[src/rtl/fetch_pkg.sv]
// fetch_pkg: shared widths, reset address and byte/word helpers for the fetch stage
package fetch_pkg;
  localparam int PC_W = 32;
  localparam int INSTR_W = 32;
  localparam int BYTE_SHIFT = 2;
  typedef logic [PC_W-1:0] pc_t;
  localparam pc_t RESET_PC_DEFAULT = 32'h0000_0000;
  function automatic pc_t word_align(input pc_t a);
    return a & ~((pc_t'(1) << BYTE_SHIFT) - pc_t'(1));
  endfunction
endpackage

[src/rtl/instruction_fetch_if.sv]
// instruction_fetch_if: memory port, redirect request and instruction handshake of the fetch stage
// master (fetch unit): drives instrAddr, instr_valid, instr, instr_pc; reads instrData, redirect_*, instr_ready
// slave (environment): the mirror image
interface instruction_fetch_if #(
  parameter int addresswidth = 10,
  parameter int width = 32
);
  import fetch_pkg::*;
  logic [addresswidth-1:0] instrAddr;
  logic [width-1:0] instrData;
  logic redirect_valid;
  pc_t redirect_target;
  logic instr_valid;
  logic instr_ready;
  logic [width-1:0] instr;
  pc_t instr_pc;
  modport master(
    output instrAddr, instr_valid, instr, instr_pc,
    input instrData, redirect_valid, redirect_target, instr_ready
  );
  modport slave(
    input instrAddr, instr_valid, instr, instr_pc,
    output instrData, redirect_valid, redirect_target, instr_ready
  );
endinterface

[src/rtl/fetch_skid_buffer.sv]
// fetch_skid_buffer: one-entry holding register for a response that arrived while downstream stalled
// load/data_in/pc_in capture an entry, clear empties it (clear wins), valid/data/pc present it
module fetch_skid_buffer
  import fetch_pkg::*;
#(
  parameter int width = INSTR_W
) (
  input  logic             clk,
  input  logic             reset_n,
  input  logic             load,
  input  logic [width-1:0] data_in,
  input  pc_t              pc_in,
  input  logic             clear,
  output logic             valid,
  output logic [width-1:0] data,
  output pc_t              pc
);
  always_ff @(posedge clk or negedge reset_n) begin
    if (!reset_n) begin
      valid <= 1'b0;
      data <= '0;
      pc <= '0;
    end else if (clear) begin
      valid <= 1'b0;
    end else if (load) begin
      valid <= 1'b1;
      data <= data_in;
      pc <= pc_in;
    end
  end
endmodule

[src/rtl/instruction_fetch.sv]
// instruction_fetch: sequential fetch with redirect, one-cycle memory latency and a skid entry for stalls
// clk/reset_n: clock and async active-low reset
// bus.instrAddr/instrData: synchronous instruction memory (data = mem[addr of previous edge])
// bus.redirect_valid/redirect_target: branch/jump redirect, byte address
// bus.instr_valid/instr_ready/instr/instr_pc: fetched instruction handshake
module instruction_fetch
  import fetch_pkg::*;
#(
  parameter int  addresswidth = 10,
  parameter int  width = INSTR_W,
  parameter pc_t RESET_PC = RESET_PC_DEFAULT
) (
  input logic clk,
  input logic reset_n,
  instruction_fetch_if.master bus
);
  pc_t fetch_pc, inflight_pc, addr, skid_pc;
  logic inflight_valid, skid_valid, fire, issue, capture, skid_clear;
  logic [width-1:0] skid_data;
  // Address depends only on redirect and fetch_pc, never on instr_ready.
  assign addr = bus.redirect_valid ? word_align(bus.redirect_target) : fetch_pc;
  assign bus.instrAddr = addr[addresswidth+1:BYTE_SHIFT];
  assign bus.instr_valid = !bus.redirect_valid && (skid_valid || inflight_valid);
  assign bus.instr = skid_valid ? skid_data : inflight_valid ? bus.instrData : '0;
  assign bus.instr_pc = skid_valid ? skid_pc : inflight_valid ? inflight_pc : '0;
  assign fire = bus.instr_valid && bus.instr_ready;
  // Only issue when the response now in flight is guaranteed a home: consumed this cycle or nothing pending.
  assign issue = bus.redirect_valid || (!skid_valid && (!inflight_valid || fire));
  assign capture = !bus.redirect_valid && inflight_valid && !skid_valid && !bus.instr_ready;
  assign skid_clear = bus.redirect_valid || (skid_valid && fire);
  always_ff @(posedge clk or negedge reset_n) begin
    if (!reset_n) begin
      fetch_pc <= RESET_PC;
      inflight_valid <= 1'b0;
      inflight_pc <= '0;
    end else begin
      inflight_valid <= issue;
      if (issue) begin
        inflight_pc <= addr;
        fetch_pc <= addr + pc_t'(4);
      end
    end
  end
  fetch_skid_buffer #(.width(width)) u_skid (
    .clk(clk),
    .reset_n(reset_n),
    .load(capture),
    .data_in(bus.instrData),
    .pc_in(inflight_pc),
    .clear(skid_clear),
    .valid(skid_valid),
    .data(skid_data),
    .pc(skid_pc)
  );
endmodule

[src/flat_wrapper.sv]
// flat-port wrapper written by rule: the top's interface ports become plain ports
module instruction_fetch_flat import fetch_pkg::*;
#(
  parameter int  addresswidth = 10,
  parameter int  width = INSTR_W,
  parameter pc_t RESET_PC = RESET_PC_DEFAULT
)
  (clk, reset_n, bus_instrAddr, bus_instr_valid, bus_instr, bus_instr_pc, bus_instrData, bus_redirect_valid, bus_redirect_target, bus_instr_ready);
  instruction_fetch_if #(.addresswidth(addresswidth), .width(width)) bus_i ();
  input logic clk;
  input logic reset_n;
  output wire logic [$bits(bus_i.instrAddr)-1:0] bus_instrAddr;
  output wire logic [$bits(bus_i.instr_valid)-1:0] bus_instr_valid;
  output wire logic [$bits(bus_i.instr)-1:0] bus_instr;
  output wire logic [$bits(bus_i.instr_pc)-1:0] bus_instr_pc;
  input wire logic [$bits(bus_i.instrData)-1:0] bus_instrData;
  input wire logic [$bits(bus_i.redirect_valid)-1:0] bus_redirect_valid;
  input wire logic [$bits(bus_i.redirect_target)-1:0] bus_redirect_target;
  input wire logic [$bits(bus_i.instr_ready)-1:0] bus_instr_ready;
  assign bus_instrAddr = bus_i.instrAddr;
  assign bus_instr_valid = bus_i.instr_valid;
  assign bus_instr = bus_i.instr;
  assign bus_instr_pc = bus_i.instr_pc;
  assign bus_i.instrData = bus_instrData;
  assign bus_i.redirect_valid = bus_redirect_valid;
  assign bus_i.redirect_target = bus_redirect_target;
  assign bus_i.instr_ready = bus_instr_ready;
  instruction_fetch #(.addresswidth(addresswidth), .width(width), .RESET_PC(RESET_PC)) u_core (.clk(clk), .reset_n(reset_n), .bus(bus_i));
endmodule
[config.mk]
export PLATFORM = sky130hd
export DESIGN_NAME = instruction_fetch_flat
export DESIGN_NICKNAME = d
export VERILOG_FILES = /design/src/rtl/fetch_pkg.sv /design/src/rtl/instruction_fetch_if.sv /design/src/rtl/fetch_skid_buffer.sv /design/src/rtl/instruction_fetch.sv /design/src/flat_wrapper.sv
export SDC_FILE = /design/constraint.sdc
export NUM_CORES = 1
export LEC_CHECK = 0
export ABC_AREA = 1
export CELL_PAD_IN_SITES_DETAIL_PLACEMENT = 1
export CELL_PAD_IN_SITES_GLOBAL_PLACEMENT = 1
export CORE_MARGIN = 4
export CORE_UTILIZATION = 41
export CTS_BUF_LIST = sky130_fd_sc_hd__clkbuf_8
export DETAILED_ROUTE_END_ITERATION = 16
export GPL_ROUTABILITY_DRIVEN = 1
export PLACE_DENSITY_LB_ADDON = 0.1
export SETUP_SLACK_MARGIN = 0.02
export SYNTH_ARGS = -nofsm -noshare
export SYNTH_HDL_FRONTEND = slang
export SYNTH_SLANG_ARGS = --single-unit
[constraint.sdc]
create_clock -name clk -period 3.85 [get_ports clk]
set_clock_uncertainty 0.1 [all_clocks]
set_input_delay 0.77 -clock clk [delete_from_list [all_inputs] [get_ports clk]]
set_output_delay 0.77 -clock clk [all_outputs]
set_load 0.02 [all_outputs]
==> reports/results.ini <==
[route]
drt_iter0_markers=282
wl_um=18500
drt-pass1-iter-count=4
drc=0
wl_per_cell_um=15.0
vias=5959
via_per_inst=4.83
ant_nets=0

[floorplan]
rows=46
start_util_pct=41.6
die_h_um=135
io_pins=143
die_width_um=135
fp.dieArea_um2=18100
core_um2=15800

[placed_design]
dp_hpwl_um=13000
dpl_cell_area_um2=8050
place_congestion=0.843
portBuffers=138

[pwr]
power_density_nw_per_um2=456
ir_worst_vdd_v=0.000230
power.leakage_uw=0.00391

[synthesis]
syn_area_per_cell_um2=7.38
synth_ff_type=dfrtp_1
ys_ff_latch=124
ys_seq_area_share_pct=47.2
ys_types=32
synth_edf_count=0
syn_area_um2=6580
synth.top_cells.by_area=dfrtp_1 (47%), nand2_1 (17%), o21ai_0 (11%)
synth_top_area_cell=dfrtp_1
yosysTopAreaCellShare_pct=47.2
yosysWarnings=0
synthCells=892
async_flop_share_pct=100
synth_common_cells=nand2_1 (292), o21ai_0 (144), dfrtp_1 (124), inv_1 (95), nor2_1 (55)
synth.most_common_cell=nand2_1

[timing]
hold_viol_final=0
clock.fmax_mhz=285
timing.final.max_slew_violations=0
finalSetupTns_ns=0
rsz0062_at_grt=no
slew_headroom_pct=47.2
fin_crit_ns=3.51
tightestPinTransition_ns=0.792
setup_viol=0
period_share_pct=91.3

[worst_setup_path]
cp_max_fo=30
start_kind=input port
cp_top_family=buffers and inverters
slowest_delay_ns=0.65
cp.arrival_ns=2.64
slowest_stage=clkdlybuf4s50_1
reg2reg_slack_ns=1.19
endpoint_kind=output port
crit_top_cell=clkdlybuf4s50_1
crit_chain=clkdlybuf4s50_1, inv_6, nand2_1, nand2_2, clkdlybuf4s50_1
critical_path_class=in -> out
crit_buf_inv=3
worstPathRequired_ns=2.98

[cts]
cts_sinks=124
htree_levels=4
cts.repair.resized=0
clk_pin_slew_ns=0.07
clockRootBuffer=clkbuf_8
cts_tree=done
numCtsBuffers=17
clk_path_buf_depth=2
postCtsHoldBufs=0
cts_setup_buffers=0
clock_latency_ns=0.44

[grt]
grtUsageTotal_pct=21.1
antenna_found_initial=0
grt_overflow=0
grt_pass1_wl_um=31000
grt_max_degree=125
grt_pass1_vias=6123

[finish]
postLayoutCellArea_um2=8400
syn_to_final_growth_pct=27.7
antenna_cells=0
drive_gt1_share_pct=7.96
fin_nets=1075
fill_cells=2003

[run_status]
status=completed

[run]
cap_violations=0

[worst_hold_path]
hold_class=in -> async

[cell usage in the layout (no fill, tap or decap), types with 10 or more instances in the layout]
master | netlist | final
nand2_1 | 292 | 290
o21ai_0 | 144 | 144
clkdlybuf4s50_1 | 0 | 137
dfrtp_1 | 124 | 123
inv_1 | 95 | 97
nor2_1 | 55 | 55
nand3_1 | 53 | 53
clkbuf_8 | 0 | 20
nand2_2 | 17 | 18
buf_4 | 14 | 12
o21bai_1 | 11 | 11
a21oi_1 | 10 | 10
[cells by family after synthesis]
kind of cell	share of synthesized area (%)
multiplexers	0.152
adder cells (fa/ha/maj)	0.190
AND/OR/NAND/NOR	27.7
AO/OA/AOI/OAI	13.8
buffers and inverters	10.8
XOR/XNOR	0.133
flip-flops	47.2
other	0.0570
[path summary, 6_finish.rpt]
| check | endpoint | from | depth (start not counted) |
|---|---|---|---|
| worst max-delay path | bus_instrAddr[7] | bus_redirect_valid | 5 |
| worst min-delay path | u_core.u_skid.data[22] | reset_n | 2 |
| worst max register to register | u_core.fetch_pc[28] | u_core.u_skid.valid | 7 |
| worst min register to register | u_core.fetch_pc[3] | u_core.fetch_pc[3] | 2 |
| max in group asynchronous | u_core.u_skid.valid | reset_n | 2 |
| min in group clk | u_core.fetch_pc[3] | u_core.fetch_pc[3] | 2 |
[cell type report]
class | instances | area (µm²) | area share, %
inverters | 98 | 373 | 4.44
clock inverters | 11 | 77.6 | 0.923
clock buffers | 20 | 275 | 3.28
repair buffers | 152 | 1520 | 18.1
flip-flops and latches | 124 | 3100 | 36.9
well taps | 216 | 270 | 3.22
multi-input cells | 613 | 2780 | 33.1
[where the power goes]
part / internal [µW] / total (µW) / leakage, µW / switching [µW]
Clock: 543 / 1050 / 0.000200 / 502
Combinational: 453 / 1110 / 0.00217 / 657
Sequential: 1560 / 1680 / 0.00154 / 122
Total: 2550 / 3830 / 0.00391 / 1280
[per-stage QoR]
| stage | hold slack [ns] | setup WS (ns) | util (%) | power, µW | cells |
|---|---|---|---|---|---|
| 3_3_place_gp | 0.366 | 0.317 | 50.9 | 2780 | 1203 |
| 5_1_grt | 0.384 | 0.201 | 53.1 | 4090 | 1234 |
| 4_1_cts | 0.356 | 0.294 | 53.1 | 3890 | 1234 |
| 3_5_place_dp | 0.374 | 0.268 | 50.9 | 2820 | 1203 |
| 2_1_floorplan | 0.349 | 1.40 | - | 2340 | 893 |
| 6_report | 0.308 | 0.336 | 53.1 | 3830 | 1234 |
[registers in the layout, indices dropped and copies added (netlist names)]
name / flops
u_core.inflight_valid: 1
u_core.u_skid.data: 32
u_core.u_skid.valid: 1
u_core.inflight_pc: 30
u_core.fetch_pc: 30
u_core.u_skid.pc: 30
[metal layers]
metal,vias up,routed length (µm),global-route usage [%],part of all wire [%]
met5,-,0,0,0
met4,0,194,5.54,1.1
met3,15,808,3.35,4.4
met2,130,8440,33.9,46
met1,2801,9020,30.0,49
li1,3013,-,-,-
No activity file was read; power rests on OpenSTA's default activity.
